$ cat config.mk
export PLATFORM = sky130hd
export DESIGN_NAME = router_fsm_nport
export DESIGN_NICKNAME = d
export VERILOG_FILES = /design/src/rtl/router_fsm_nport.sv
export SDC_FILE = /design/constraint.sdc
export NUM_CORES = 1
export LEC_CHECK = 0
export CORE_MARGIN = 2
export CORE_UTILIZATION = 54
export CTS_CLUSTER_DIAMETER = 100
export CTS_CLUSTER_SIZE = 30
export DETAILED_ROUTE_END_ITERATION = 10
export GPL_TIMING_DRIVEN = 1
export HOLD_SLACK_MARGIN = 0.02
export PLACE_DENSITY = 0.87
export SLEW_MARGIN = 25
export SYNTH_ARGS = -nofsm -noshare
export SYNTH_HDL_FRONTEND = slang
export SYNTH_SLANG_ARGS = --single-unit
export TNS_END_PERCENT = 30
$ cat constraint.sdc
create_clock -name i_clk -period 3.2 [get_ports i_clk]
set_clock_uncertainty 0.05 [all_clocks]
set_input_delay 0.32 -clock i_clk [delete_from_list [all_inputs] [get_ports i_clk]]
set_output_delay 0.32 -clock i_clk [all_outputs]
set_load 0.05 [all_outputs]
$ cat src/rtl/router_fsm_nport.sv
// router_fsm_nport
// Packet sequencing controller for an N-output router. It moves one packet
// at a time from the input register block into the output FIFO addressed by
// the header byte. The destination is latched at header time, so the wait
// and soft-reset decisions only look at the addressed FIFO.
//
// Packets are discarded when the header addresses a port that does not
// exist, or when the addressed FIFO stays non-empty for WAIT_TIMEOUT cycles
// (WAIT_TIMEOUT = 0 waits forever). Each discarded packet bumps a
// saturating drop counter.
//
// state              | meaning
// -------------------+----------------------------------------------------
// S_DECODE           | idle, waiting for a header byte (pkt_valid)
// S_LFD              | load first data (header) into the selected FIFO
// S_WAIT             | selected FIFO still draining, bounded by a timer
// S_LD               | streaming payload bytes into the selected FIFO
// S_FFS              | selected FIFO full, holding the source off
// S_LAF              | one load cycle after the FIFO frees up
// S_LP               | loading the parity byte
// S_CPE              | parity check, internal register reset
// S_DROP             | discarding the rest of the current packet
//
// Ports
//   i_clk, i_resetn          clock (rising edge), synchronous active-low reset
//   i_pkt_valid              source byte valid
//   i_data_in                header address field
//   i_parity_done            parity byte captured by the register block
//   i_low_pkt_valid          pkt_valid fell while the FIFO was full
//   i_fifo_full              full flag of the selected FIFO (muxed outside)
//   i_fifo_empty             per-FIFO empty flags
//   i_soft_reset             per-FIFO soft-reset pulses
//   o_dest_sel               one-hot latched destination
//   o_detect_add .. o_drop_state   registered state decodes
//   o_write_enb_reg          write enable for the selected FIFO
//   o_busy                   back-pressure to the source
//   o_wait_timeout           one-cycle pulse on a timeout-driven drop
//   o_drop_count             saturating count of dropped packets

module router_fsm_nport #(
    parameter int NUM_PORTS    = 3,
    parameter int ADDR_W       = 2,
    parameter int WAIT_TIMEOUT = 1023,
    parameter int DROP_CNT_W   = 8
) (
    input  logic                  i_clk,
    input  logic                  i_resetn,
    input  logic                  i_pkt_valid,
    input  logic [ADDR_W-1:0]     i_data_in,
    input  logic                  i_parity_done,
    input  logic                  i_low_pkt_valid,
    input  logic                  i_fifo_full,
    input  logic [NUM_PORTS-1:0]  i_fifo_empty,
    input  logic [NUM_PORTS-1:0]  i_soft_reset,
    output logic [NUM_PORTS-1:0]  o_dest_sel,
    output logic                  o_detect_add,
    output logic                  o_lfd_state,
    output logic                  o_ld_state,
    output logic                  o_laf_state,
    output logic                  o_full_state,
    output logic                  o_rst_int_reg,
    output logic                  o_write_enb_reg,
    output logic                  o_busy,
    output logic                  o_drop_state,
    output logic                  o_wait_timeout,
    output logic [DROP_CNT_W-1:0] o_drop_count
);

    localparam int TMR_W = (WAIT_TIMEOUT > 1) ? $clog2(WAIT_TIMEOUT) : 1;
    localparam logic [TMR_W-1:0] TMR_LAST =
        (WAIT_TIMEOUT > 0) ? TMR_W'(WAIT_TIMEOUT - 1) : '0;
    localparam logic [ADDR_W:0] PORT_LIMIT = (ADDR_W + 1)'(NUM_PORTS);

    typedef enum logic [3:0] {
        S_DECODE = 4'd0,
        S_LFD    = 4'd1,
        S_WAIT   = 4'd2,
        S_LD     = 4'd3,
        S_FFS    = 4'd4,
        S_LAF    = 4'd5,
        S_LP     = 4'd6,
        S_CPE    = 4'd7,
        S_DROP   = 4'd8
    } state_t;

    state_t                  r_state;
    logic [NUM_PORTS-1:0]    r_dest_sel;
    logic [TMR_W-1:0]        r_timer;
    logic [DROP_CNT_W-1:0]   r_drop_count;
    logic                    r_wait_timeout;
    logic                    r_detect_add;
    logic                    r_lfd_state;
    logic                    r_ld_state;
    logic                    r_laf_state;
    logic                    r_full_state;
    logic                    r_rst_int_reg;
    logic                    r_write_enb_reg;
    logic                    r_busy;
    logic                    r_drop_state;

    state_t                  w_next;
    logic                    w_addr_bad;
    logic [NUM_PORTS-1:0]    w_hdr_onehot;
    logic                    w_hdr_empty;
    logic                    w_dest_empty;
    logic                    w_dest_abort;
    logic                    w_timeout_hit;

    // Header decode uses the live address; everything after the header uses
    // the latched one-hot destination.
    assign w_addr_bad    = ({1'b0, i_data_in} >= PORT_LIMIT);
    assign w_hdr_onehot  = {{(NUM_PORTS-1){1'b0}}, 1'b1} << i_data_in;
    assign w_hdr_empty   = |(i_fifo_empty & w_hdr_onehot);
    assign w_dest_empty  = |(i_fifo_empty & r_dest_sel);
    assign w_dest_abort  = |(i_soft_reset & r_dest_sel);
    assign w_timeout_hit = (WAIT_TIMEOUT != 0) && (r_timer == TMR_LAST);

    always_comb begin
        w_next = r_state;
        case (r_state)
            S_DECODE: begin
                if (i_pkt_valid) begin
                    if (w_addr_bad)       w_next = S_DROP;
                    else if (w_hdr_empty) w_next = S_LFD;
                    else                  w_next = S_WAIT;
                end
            end
            S_LFD:  w_next = S_LD;
            S_WAIT: begin
                // Empty wins over a coincident timeout.
                if (w_dest_empty)       w_next = S_LFD;
                else if (w_timeout_hit) w_next = S_DROP;
            end
            S_LD: begin
                if (i_fifo_full)       w_next = S_FFS;
                else if (!i_pkt_valid) w_next = S_LP;
            end
            S_LP:   w_next = S_CPE;
            S_CPE:  w_next = i_fifo_full ? S_FFS : S_DECODE;
            S_FFS:  w_next = i_fifo_full ? S_FFS : S_LAF;
            S_LAF: begin
                if (i_parity_done)        w_next = S_DECODE;
                else if (i_low_pkt_valid) w_next = S_LP;
                else                      w_next = S_LD;
            end
            S_DROP: w_next = i_pkt_valid ? S_DROP : S_DECODE;
            default: w_next = S_DECODE;
        endcase

        // A read-side timeout on the selected FIFO aborts the packet from
        // any active state; idle and discard states have nothing to abort.
        if (w_dest_abort && (r_state != S_DECODE) && (r_state != S_DROP))
            w_next = S_DECODE;
    end

    // Outputs are registered from the next state so they present as Moore
    // decodes of the current state without a combinational path.
    always_ff @(posedge i_clk) begin
        if (!i_resetn) begin
            r_state         <= S_DECODE;
            r_dest_sel      <= '0;
            r_timer         <= '0;
            r_drop_count    <= '0;
            r_wait_timeout  <= 1'b0;
            r_detect_add    <= 1'b1;
            r_lfd_state     <= 1'b0;
            r_ld_state      <= 1'b0;
            r_laf_state     <= 1'b0;
            r_full_state    <= 1'b0;
            r_rst_int_reg   <= 1'b0;
            r_write_enb_reg <= 1'b0;
            r_busy          <= 1'b0;
            r_drop_state    <= 1'b0;
        end else begin
            r_state <= w_next;

            if ((r_state == S_DECODE) && i_pkt_valid && !w_addr_bad)
                r_dest_sel <= w_hdr_onehot;

            // Timer is zero on every entry to the wait state.
            if (r_state == S_WAIT)
                r_timer <= r_timer + TMR_W'(1);
            else
                r_timer <= '0;

            r_wait_timeout <= (r_state == S_WAIT) && (w_next == S_DROP);

            if ((w_next == S_DROP) && (r_state != S_DROP) && (r_drop_count != '1))
                r_drop_count <= r_drop_count + DROP_CNT_W'(1);

            r_detect_add    <= (w_next == S_DECODE);
            r_lfd_state     <= (w_next == S_LFD);
            r_ld_state      <= (w_next == S_LD);
            r_laf_state     <= (w_next == S_LAF);
            r_full_state    <= (w_next == S_FFS);
            r_rst_int_reg   <= (w_next == S_CPE);
            r_drop_state    <= (w_next == S_DROP);
            r_write_enb_reg <= (w_next == S_LD) || (w_next == S_LP) || (w_next == S_LAF);
            r_busy          <= !((w_next == S_DECODE) || (w_next == S_LD) || (w_next == S_DROP));
        end
    end

    assign o_dest_sel      = r_dest_sel;
    assign o_detect_add    = r_detect_add;
    assign o_lfd_state     = r_lfd_state;
    assign o_ld_state      = r_ld_state;
    assign o_laf_state     = r_laf_state;
    assign o_full_state    = r_full_state;
    assign o_rst_int_reg   = r_rst_int_reg;
    assign o_write_enb_reg = r_write_enb_reg;
    assign o_busy          = r_busy;
    assign o_drop_state    = r_drop_state;
    assign o_wait_timeout  = r_wait_timeout;
    assign o_drop_count    = r_drop_count;

endmodule
== Yosys cells after proc, flatten, opt, wreduce, memory -nomap -nowiden ==
Index checks and enable logic that the tools add are counted.

* Output and inout port bits: 21
* Logic and storage cells: 73
* Flip-flop bits (word level): 35

* Bitwise gates (word level): 3
* Order comparisons: 1
* Eq/ne operators: 18
* $add $sub $neg: 2
* Muxes and demuxes: 14
* Reduce and logical (&&, ||, !) cells: 20
* Shifts and indexed selects: 1

{| class="wikitable"
|+ Operators with widths
! kind !! count
|-
| one-hot mux 4 bit (9 select lines) || 1
|-
| equality test 4 x 3 -> 1 bit (second input constant) || 8
|-
| two-way mux 4 bit || 8
|-
| equality test 4 x 2 -> 1 bit (second input constant) || 3
|-
| adder 10 x 1 -> 10 bit (second input constant) || 1
|-
| equality test 10 bit (second input constant) || 1
|-
| AND 3 bit || 3
|-
| two-way mux 3 bit || 3
|-
| OR reduction 3 bit || 3
|-
| adder 8 x 1 -> 8 bit (second input constant) || 1
|-
| equality test 4 x 1 -> 1 bit (second input constant) || 2
|-
| equality test 4 bit (second input constant) || 2
|-
| zero test 4 bit || 2
|-
| inequality test 8 bit (second input constant) || 1
|-
| logical AND 1 bit || 7
|-
| logical OR 1 bit || 4
|-
| inequality test 4 bit (second input constant) || 1
|-
| nonzero test 4 bit || 1
|-
| << shifter 1 x 2 -> 3 bit (first input constant) || 1
|-
| greater-or-equal comparator 2 bit (second input constant) || 1
|-
| zero test 1 bit || 2
|-
| two-way mux 2 bit || 1
|-
| AND reduction 2 bit || 1
|-
| two-way mux 1 bit || 1
|}

== Depth between registers and ports, before layout ==
Gate-level depths: netlist (run 1).

* Word-level depth: 12
* Gate-level depth with buffers: 8
* Gate-level depth less buffers: 8

== Least setup slack after synthesis (run 1) ==
No wires, ideal clock.

* Path kind: reg2reg
* Start point: reg r_dest_sel[0], in the netlist o_dest_sel[0]
* End point: reg r_drop_count[5], in the netlist o_drop_count[5]
* Cell stages (with the launch flop): 7
* Arrival time: 2.116 ns
* Period minus slack after synthesis: 2.285 ns
* Library setup time: 0.120 ns
* Setup slack: 0.915 ns
* Required time: 3.030 ns
* Cell sequence: dfxtp_1 -> a222oi_1 -> nand2_2 -> o41a_4 -> nor4_4 -> nand3_2 -> mux2i_1

* Cells in the longest elaborated chain, start to end: 8
* Elaborated cells on any way between the ends: 12
* Those cells by class: 1 x eq/ne; 3 x mux; 2 x bitwise; 6 x reduce/logical

{| class="wikitable"
|+ RTL lines
! item !! RTL line !! source
|-
| start, declared || 87 || <nowiki>logic [NUM_PORTS-1:0] r_dest_sel;</nowiki>
|-
| start signal, assigned || 178 || <nowiki>r_dest_sel <= w_hdr_onehot;</nowiki>
|-
| AND 3 bit (on tied branches) || 114, 115 ||
|-
| OR reduction 3 bit (on tied branches) || 114, 115 ||
|-
| two-way mux 4 bit or logical AND 1 bit (tied branches) || 131, 152 ||
|-
| one-hot mux 4 bit (9 select lines) or logical AND 1 bit (tied branches) || 120, 152 ||
|-
| two-way mux 4 bit (*) || 152 || <nowiki>if (w_dest_abort && (r_state != S_DECODE) && (r_state != S_DROP))</nowiki>
|-
| equality test 4 bit (*) || 188 || <nowiki>if ((w_next == S_DROP) && (r_state != S_DROP) && (r_drop_count != '1))</nowiki>
|-
| logical AND 1 bit (*) (2 in a row) || 188 ||
|-
| end signal, assigned || 189 || <nowiki>r_drop_count <= r_drop_count + DROP_CNT_W'(1);</nowiki>
|-
| end, declared || 89 || <nowiki>logic [DROP_CNT_W-1:0] r_drop_count;</nowiki>
|}

Mark *: on every way between the ends. The rest lies on a longest branch, timed or not.
A chain may end at the register's enable or synchronous reset.

== Worst setup path after layout (run 1) ==
* Start point: reg r_state[0]
* End point: reg r_busy, in the netlist o_busy

* Cells in the longest elaborated chain, start to end: 8
* Elaborated cells on any way between the ends: 26
* Those cells by class: 11 x eq/ne; 7 x mux; 8 x reduce/logical

{| class="wikitable"
|+ RTL lines
! item !! RTL line !! source
|-
| start, declared || 86 || <nowiki>state_t r_state;</nowiki>
|-
| start signal, assigned || 175 || <nowiki>r_state <= w_next;</nowiki>
|-
| two-way mux 4 bit, or another cell as far along || 136 || <nowiki>else if (!i_pkt_valid) w_next = S_LP;</nowiki>
|-
| two-way mux 4 bit, or another cell as far along || 135 || <nowiki>if (i_fifo_full) w_next = S_FFS;</nowiki>
|-
| one-hot mux 4 bit (9 select lines) or logical AND 1 bit (tied branches) || 120, 152 ||
|-
| two-way mux 4 bit (*) || 152 ||
|-
| equality test 4 x 2 -> 1 bit or zero test 4 bit (tied branches) || 199 || <nowiki>r_busy <= !((w_next == S_DECODE) || (w_next == S_LD) || (w_next == S_DROP));</nowiki>
|-
| logical OR 1 bit || 199 ||
|-
| logical OR 1 bit (*) || 199 ||
|-
| zero test 1 bit (*) || 199 ||
|-
| end signal, assigned || 199 ||
|-
| end, declared || 98 || <nowiki>logic r_busy;</nowiki>
|}

Marks and branches as above.

==> reports/qor.csv, run 1 <==
metric,value,unit
# diodes,0,
Max VDD drop,0.272,mV
port bufs,34,
Initial DRC Count,101,
period utilization,75.3,%
Horiz. Die Dim,59.8,µm
switching share of power,29.8,%
worst reg2reg path depth,6,
RSZ-0062 raised after global routing,no,
boundary pin count,35,
clock share of power,32.2,%
clock sink count,35,
clock network latency to the later pin of the worst-skew pair,340,ps
"Hold-fix buffers, CTS",0,
Setup crit end kind,flip-flop,
global route total overflow,0,
post-synth top area cell,dfxtp_1,
Final Setup Violations,0,
max FFs per register,10,
Reg power frac,45.8,%
synthesized area per cell,9.08,µm²
Combinational Power Share,22.0,%
initial antenna violation count,0,
vias in the first global route,1316,
dpl hpwl,2.60,mm
TritonCTS clock tree,yes,
nets,238,
Die ar.,0.00357,mm²
Power Density,487,mW/mm²
status,"finished, final reports clean",
sequential share of the synthesized area,41.7,%
clock transition at the registers of the reported paths,110,ps
Crit Path Class,flip-flop to flip-flop,
FP Rows,20,
fmax,415,MHz
syn nets,202,
cell with the most instances after synthesis,dfxtp_1,
Post-CTS Setup Bufs,0,
fillcell total,225,
CTS buffer count,5,
DR vias/cell,5.65,
Critical Path AT,2590,ps
first-pass GRT wire length,5.71,mm
Total Power,1040,µW
minimum clock period,2410,ps
final WL,3.47,mm
Power Internal,727,µW
worst slew pin tran,887,ps
P&R area growth vs syn,26.6,%
Setup TNS,0,ps
Synth cell types,50,
vias post-DR,1442,
pre-CTS WS,615,ps
"EDFF count, synth",0,
Startpoint Class,flip-flop,
Die Span Y,59.8,µm
Clock Path Buffers,2,
Synth top cells by count,"dfxtp_1 (35), nor2_1 (26), nand2_1 (13)",
core area,0.00300,mm²
DR pass1 iterations,4,
Hold WC Path Type,flip-flop to flip-flop,
Slew Limit Fails,0,
Async SR Flop Fraction,0,%
number of synthesized register bits,35,
post-synthesis cell count,185,
Top reg by flops,r_timer,
Final GP Congestion,0.834,
DR WL/cell,13.6,µm
YS warnings,0,
"top cells by area, synth","dfxtp_1 (42%), nor2_1 (5.8%), a21oi_1 (3.6%)",
final setup margin,790,ps
dominant synthesized flop cell,dfxtp_1,
top cell type's share of synthesized area,41.7,%
Fin. Hold Viols,0,
WP data required,3380,ps
worst hold path depth,1,
largest net degree at the start of global routing,14,
post-route DRC violation count,0,
Resize count post-CTS,0,
total leakage power,0.000761,µW
Worst Path Max Fanout,8,
Total GRT Usage,21.4,%
Root Buffer,clkbuf_4,
post-route ant nets,0,
Initial Util,55.9,%
CTS H-tree lvls,2,
Max-slew headroom,40.2,%
"Cell Area, Synth",0.00168,mm²
max_cap viols,0,
layout cells sized above 1,9.01,%
Psw,309,µW
==> power groups by stage <==
stage	clock network [µW]	registers [µW]	logic (µW)
floorplan	0	528	114
global placement	0	485	223
detailed placement	0	485	227
CTS	343	475	227
global route	359	478	246
finish	334	475	227
==> logic make-up after synthesis <==
kind of cell / share of synthesized area, %
DFF: 41.7
xor gates and xnor gates: 6.26
muxes: 2.38
buffers and inverters: 2.83
AOI/OAI and AO/OA: 15.1
adders and majority gates: 2.24
and+or+nand+nor: 29.4
==> worst paths after layout <==
check                   from         end  slack, ps
setup / recovery  r_state[0]      o_busy        790
hold / removal    r_timer[0]  r_timer[0]        450
setup reg to reg  r_state[0]      o_busy        790
hold reg to reg   r_timer[0]  r_timer[0]        450
==> layout make-up <==
class                           count  area [µm²]  area share [%]
Clock buffer                        6        51.3            2.41
Clock inverter                      2        35.0            1.65
Inverter                            7        26.3            1.24
Multi-Input combinational cell    138         931            43.8
Sequential cell                    35         701            33.0
Tap cell                           33        41.3            1.94
Timing Repair Buffer               34         340            16.0
==> critical path, stage by stage (launching register included) <==
cell and delay (ps):
dfxtp_1 410, nor3_2 510, nand3_1 310, o22ai_1 330, nor2_1 200, xor2_1 180
o41ai_1 320
==> metrics by stage <==
stage / area [µm²] / std cells / util (%) / hold slack [ps]
floorplan: 1680 / 185 / - / 387
global placement: 2040 / 247 / 67.9 / 408
detailed placement: 2040 / 247 / 67.9 / 429
CTS: 2130 / 255 / 70.8 / 458
global route: 2130 / 255 / 70.8 / 474
finish: 2130 / 255 / 70.8 / 454
==> cells in the final DEF, fill, tap and decap left out, types with 3 or more instances in the layout <==
cell / count
xor2_1: 6
nand3_1: 6
nand4_1: 5
inv_1: 7
nand2_1: 13
xnor2_1: 6
o21ai_0: 6
nor3_1: 5
clkbuf_4: 5
a21oi_1: 12
nor2_1: 26
nand2b_1: 3
dfxtp_1: 35
ha_1: 3
clkdlybuf4s50_1: 34
mux2i_1: 4
nand3b_1: 3
==> layer usage <==
layer	up-vias	wire length, µm	track usage [%]
met5	-	0	0
met4	0	84	10.2
met3	8	176	5.84
met2	34	1660	34.8
met1	666	1560	26.2
li1	734	-	-
No activity file was read; power rests on OpenSTA's default activity.
==> run 2: changes to the inputs <==
--- a/config.mk
+++ b/config.mk
@@ -6,13 +6,13 @@
 export NUM_CORES = 1
 export LEC_CHECK = 0
 export CORE_MARGIN = 2
-export CORE_UTILIZATION = 54
+export CORE_UTILIZATION = 45
 export CTS_CLUSTER_DIAMETER = 100
 export CTS_CLUSTER_SIZE = 30
 export DETAILED_ROUTE_END_ITERATION = 10
 export GPL_TIMING_DRIVEN = 1
 export HOLD_SLACK_MARGIN = 0.02
-export PLACE_DENSITY = 0.87
+export PLACE_DENSITY = 0.78
 export SLEW_MARGIN = 25
 export SYNTH_ARGS = -nofsm -noshare
 export SYNTH_HDL_FRONTEND = slang
==> constraint.sdc (replaced) <==
create_clock -name i_clk -period 2 [get_ports i_clk]
set_clock_uncertainty 0.05 [all_clocks]
set_input_delay 0.2 -clock i_clk [delete_from_list [all_inputs] [get_ports i_clk]]
set_output_delay 0.2 -clock i_clk [all_outputs]
set_load 0.05 [all_outputs]
==> run 2 against run 1 <==
The flow now finishes with violations (negative setup slack). Largest cell class unchanged. Sequential power up 60%. Cell area rose by 17%. Worst setup slack got worse by 800 ps. Final cell count rose by 19%. Sequential share of layout area shrank 4.5 points. First-iteration DRC count down 25%. Sequential cell count did not move. Clock power up 47%. Core utilization fell by 2.2 points. Via count increased by 11%. Highest routed layer unchanged.
==> reports/qor.csv, run 2 (synthesized netlist as in run 1, its figures left out) <==
metric,value,unit
Final GP Congestion,0.865,
post-route DRC violation count,0,
Finished Cell Area,0.00249,mm²
port bufs,34,
max layer used,met4,
status,finished with violations,
Root Buffer,clkbuf_8,
Setup crit end kind,flip-flop,
max FFs per register,10,
Clock Path Buffers,2,
crit-path max cell delay,440,ps
final setup margin,-12.4,ps
DR vias/cell,5.29,
DRT met1 WL,1.82,mm
DR pass1 iterations,4,
met3 wire len,199,µm
Reg power frac,43.1,%
Total GRT Usage,21.5,%
post-route ant nets,0,
Critical Path Slowest Stage Cell,o41a_4,
core area,0.00363,mm²
total leakage power,0.000950,µW
Worst Path Max Fanout,7,
"Largest delay share family, worst path",compound AO/OA/AOI/OAI gates,
Max VDD drop,0.474,mV
clock network latency to the later pin of the worst-skew pair,280,ps
fmax,497,MHz
period utilization,101,%
failing checks,negative setup slack,
Initial DRC Count,76,
Post-DP Area,0.00232,mm²
DR WL/cell,13.7,µm
initial antenna violation count,0,
global route total overflow,0,
Startpoint Class,flip-flop,
FP Rows,22,
CTS H-tree lvls,2,
"most common cell after layout, fill and taps aside",clkdlybuf4s50_1,
"Cell Chain, Critical Path","a222oi_1, buf_4, nand2_2, o41a_4, nor4_2, xnor2_1, nor2_1",
switching share of power,31.4,%
Critical Path AT,2130,ps
Horiz. Die Dim,65.1,µm
TritonCTS clock tree,yes,
Power Density,708,mW/mm²
largest net degree at the start of global routing,14,
nets,271,
Fin. Hold Viols,0,
CTS buffer count,5,
worst reg2reg path depth,7,
Hold WC Path Type,flip-flop to flip-flop,
clock transition at the registers of the reported paths,70,ps
most frequent cells in the layout,"clkdlybuf4s50_1 (34), buf_4 (32), dfxtp_1 (30)",
Max-slew headroom,64.5,%
minimum clock period,2010,ps
worst hold path depth,2,
Die Span Y,65.1,µm
Combinational Power Share,29.0,%
RSZ-0062 raised after global routing,yes,
Psw,554,µW
launching point of the worst reg2reg path,o_dest_sel[0],
P&R area growth vs syn,48.5,%
worst slew pin tran,530,ps
HP Start,r_timer[8],
Initial Util,46.2,%
clock share of power,27.9,%
vias in the first global route,1536,
final WL,4.14,mm
CP Buf/Inv Count,1,
Top reg by flops,r_timer,
vias post-DR,1602,
Crit Path Class,flip-flop to flip-flop,
boundary pin count,35,
max_cap viols,0,
crit path from,o_dest_sel[0],
first-pass GRT wire length,6.87,mm
final hold slack,453,ps
clock sink count,35,
layout cells sized above 1,26.3,%
CP Depth,7,
metal2 WL,2.01,mm
Die ar.,0.00424,mm²
Slew Limit Fails,0,
Final Setup Violations,2,
dpl hpwl,2.92,mm
# diodes,0,
Power Internal,1210,µW
WP data required,2120,ps
-- run 2: final cells by class --
class,instances,area (µm²)
Fill cell,283,1140
Clock inverter,1,5.00
Timing Repair Buffer,67,601
Inverter,7,26.3
Tap cell,48,60.1
Multi-Input combinational cell,138,1020
Clock buffer,7,76.3
Sequential cell,35,709
-- run 2: metrics by stage --
step	setup TNS, ps	power, µW	utilization, %	setup WS [ps]	std cells
2_1_floorplan	0	1030	-	7.67	185
3_3_place_gp	-3980	1230	63.8	-401	294
3_5_place_dp	-4240	1230	63.8	-386	294
4_1_cts	-63.9	1730	66.8	-29.7	302
5_1_grt	-1320	1860	68.6	-165	303
6_report	-22.4	1770	68.6	-12.4	303
-- run 2: path summary, 6_finish.rpt --
path                                   endpoint  slack (ps)
worst min-delay path                 r_timer[8]         450
worst min register to register       r_timer[8]         450
worst max register to register  o_drop_count[4]         -10
worst max-delay path            o_drop_count[4]         -10
-- run 2: timing repair --
action | CTS | global route
resized for setup | 4 | 12
hold buffers | 0 | 0
setup buffers | 0 | 1
pin swaps | 0 | 2
endpoints found under the setup margin | 6 | 15
-- run 2: power groups by stage --
| stage | sequential [µW] | combinational, µW | clock (µW) |
|---|---|---|---|
| after floorplan | 844 | 181 | 0 |
| after global placement | 772 | 454 | 0 |
| after detailed placement | 772 | 457 | 0 |
| after CTS | 757 | 474 | 498 |
| after global routing | 765 | 546 | 545 |
| final | 761 | 513 | 492 |
-- run 2: metal layers --
metal,up-vias,global-route usage [%]
met5,-,0
met4,0,9.38
met3,10,6.94
met2,37,34.5
met1,758,26.3
li1,797,-
-- run 2: worst register-to-register path, stage by stage, from the launching register on --
cell and delay (ps):
dfxtp_4 350, a222oi_1 320, buf_4 170, nand2_2 60, o41a_4 440, nor4_2 300
xnor2_1 160, nor2_1 50
==> run 3: changes to the inputs <==
--- a/config.mk
+++ b/config.mk
@@ -13,7 +13,7 @@
 export GPL_TIMING_DRIVEN = 1
 export HOLD_SLACK_MARGIN = 0.02
 export PLACE_DENSITY = 0.78
-export SLEW_MARGIN = 25
+export SLEW_MARGIN = 30
 export SYNTH_ARGS = -nofsm -noshare
 export SYNTH_HDL_FRONTEND = slang
 export SYNTH_SLANG_ARGS = --single-unit
==> constraint.sdc (replaced) <==
create_clock -name i_clk -period 2 [get_ports i_clk]
set_clock_uncertainty 0.05 [all_clocks]
set_input_delay 0.2 -clock i_clk [delete_from_list [all_inputs] [get_ports i_clk]]
set_output_delay 0.2 -clock i_clk [all_outputs]
set_load 0.01 [all_outputs]
==> run 3 against run 2 <==
The flow still finishes with violations (negative setup slack). Routed wire length fell by 4.0%. Non-clock buffer count is 2 higher. Core utilization down 0.41 points. Combinational power down 16%. Clock power hardly changed. Sequential share of layout area down 0.13 points. Total power down 5.3%. Final cell count increased by 0.66%. Register-to-register slack hardly changed. Maximum frequency shrank 0.51%. Global-route usage is 1.2 points lower. Critical path depth fell by 1. Critical endpoint unchanged. Largest power group unchanged.
==> reports/qor.csv, run 3 (synthesized netlist as in run 1, its figures left out) <==
metric,value,unit
global route total overflow,0,
P&R area growth vs syn,47.6,%
"Largest delay share family, worst path",compound AO/OA/AOI/OAI gates,
Critical Path Slowest Stage Cell,o41a_4,
max FFs per register,10,
DR WL/cell,13.0,µm
failing checks,negative setup slack,
footprint of the multi-input gates,0.00101,mm²
Power Density,674,mW/mm²
Max VDD drop,0.362,mV
Horiz. Die Dim,65.1,µm
Total GRT Usage,20.3,%
Setup crit end kind,flip-flop,
worst hold path depth,1,
Startpoint Class,flip-flop,
Worst Path Max Fanout,8,
clock transition at the registers of the reported paths,70,ps
launching point of the worst reg2reg path,o_dest_sel[0],
FF-to-FF setup slack,-20,ps
clock sink count,35,
post-route DRC violation count,0,
Die ar.,0.00424,mm²
period utilization,101,%
status,finished with violations,
Final GP Congestion,0.865,
vias in the first global route,1507,
first-pass GRT wire length,6.63,mm
CP Buf/Inv Count,0,
Setup TNS,-25.9,ps
worst slew pin tran,419,ps
Hold WC Path Type,flip-flop to flip-flop,
port bufs,34,
CTS buffer count,5,
Die Span Y,65.1,µm
fmax,494,MHz
hold endpoint,r_timer[0],
Initial Util,46.2,%
most frequent cells in the layout,"buf_4 (35), dfxtp_1 (34), clkdlybuf4s50_1 (33)",
boundary pin count,35,
minimum clock period,2020,ps
Top reg by flops,r_timer,
Sequential Area,702,µm²
Critical Path AT,2140,ps
layout cells sized above 1,24.5,%
core area,0.00363,mm²
DR pass1 iterations,5,
HP Start,r_timer[0],
FP Rows,22,
dpl hpwl,2.87,mm
# diodes,0,
final WL,3.97,mm
crit-path max cell delay,470,ps
"Cell Chain, Critical Path","a222oi_1, nand2_2, o41a_4, nor4_4, xnor2_1, nor2_1",
initial antenna violation count,0,
Initial DRC Count,70,
worst reg2reg path depth,6,
max_cap viols,0,
vias post-DR,1572,
Root Buffer,clkbuf_8,
final setup margin,-22.8,ps
fillcell total,296,
Fin. Hold Viols,0,
TritonCTS clock tree,yes,
Crit Path Class,flip-flop to flip-flop,
RSZ-0062 raised after global routing,yes,
total leakage power,0.000947,µW
Total Power,1670,µW
worst reg2reg path endpoint,o_drop_count[4],
"most common cell after layout, fill and taps aside",buf_4,
Final Setup Violations,2,
Clock Path Buffers,2,
CTS H-tree lvls,2,
Max-slew headroom,72.1,%
post-route ant nets,0,
Slew Limit Fails,0,
nets,273,
largest net degree at the start of global routing,14,
DR vias/cell,5.15,
WP data required,2120,ps
clock network latency to the later pin of the worst-skew pair,290,ps
## run 3: cell count changes in the layout (fill, tap and decap cells not counted), moves of 2 or more
cell	delta
o31ai_2	+2
dfxtp_1	+4
a21oi_2	-2
dfxtp_2	-3
nor2_4	+2
buf_4	+3
nor2_1	-2
## run 3: repair_timing
item	CTS	global route
hold endpoints to repair	0	0
gates resized for setup	5	12
setup buffers	1	2
setup endpoints to repair	12	14
pin swaps	4	12
hold buffers	0	0
gates cloned	0	0
## run 3: power breakdown
part	internal, µW	switching [µW]
Clock	244	245
Combinational	226	204
Sequential	730	22.8
## run 3: layout make-up
type                            instances  area share, %
Inverter                                7           1.06
Tap cell                               48           2.42
Clock buffer                            7           3.08
Sequential cell                        35           28.3
Multi-Input combinational cell        138           40.6
Timing Repair Buffer                   69           24.3
Clock inverter                          1          0.202
## run 3: metal layers
metal / vias to the layer above / part of all wire [%] / global-route usage, %
li1: 802 / - / -
met1: 731 / 45 / 24.9
met2: 34 / 48 / 34.0
met3: 5 / 5.5 / 6.25
met4: 0 / 1.4 / 6.25
met5: - / 0 / 0
## run 3: worst max-delay path by stage
stage,depth (start not counted),to,from
floorplan,6,o_drop_count[1],o_dest_sel[0]
global placement,7,o_drop_count[1],i_fifo_empty[0]
detailed placement,7,o_drop_count[4],i_fifo_empty[0]
CTS,6,o_drop_count[4],o_dest_sel[1]
global route,6,o_drop_count[1],o_dest_sel[0]
finish,6,o_drop_count[4],o_dest_sel[0]
## run 3: metrics by stage
stage / setup slack (ps) / hold slack (ps) / util, % / instance area [µm²] / std cells
2_1_floorplan: -45.1 / 337 / - / 1680 / 185
3_3_place_gp: -405 / 405 / 63.3 / 2300 / 294
4_1_cts: 2.06 / 426 / 66.3 / 2410 / 303
3_5_place_dp: -458 / 409 / 63.3 / 2300 / 294
6_report: -22.8 / 424 / 68.2 / 2480 / 305
5_1_grt: -147 / 483 / 68.2 / 2480 / 305
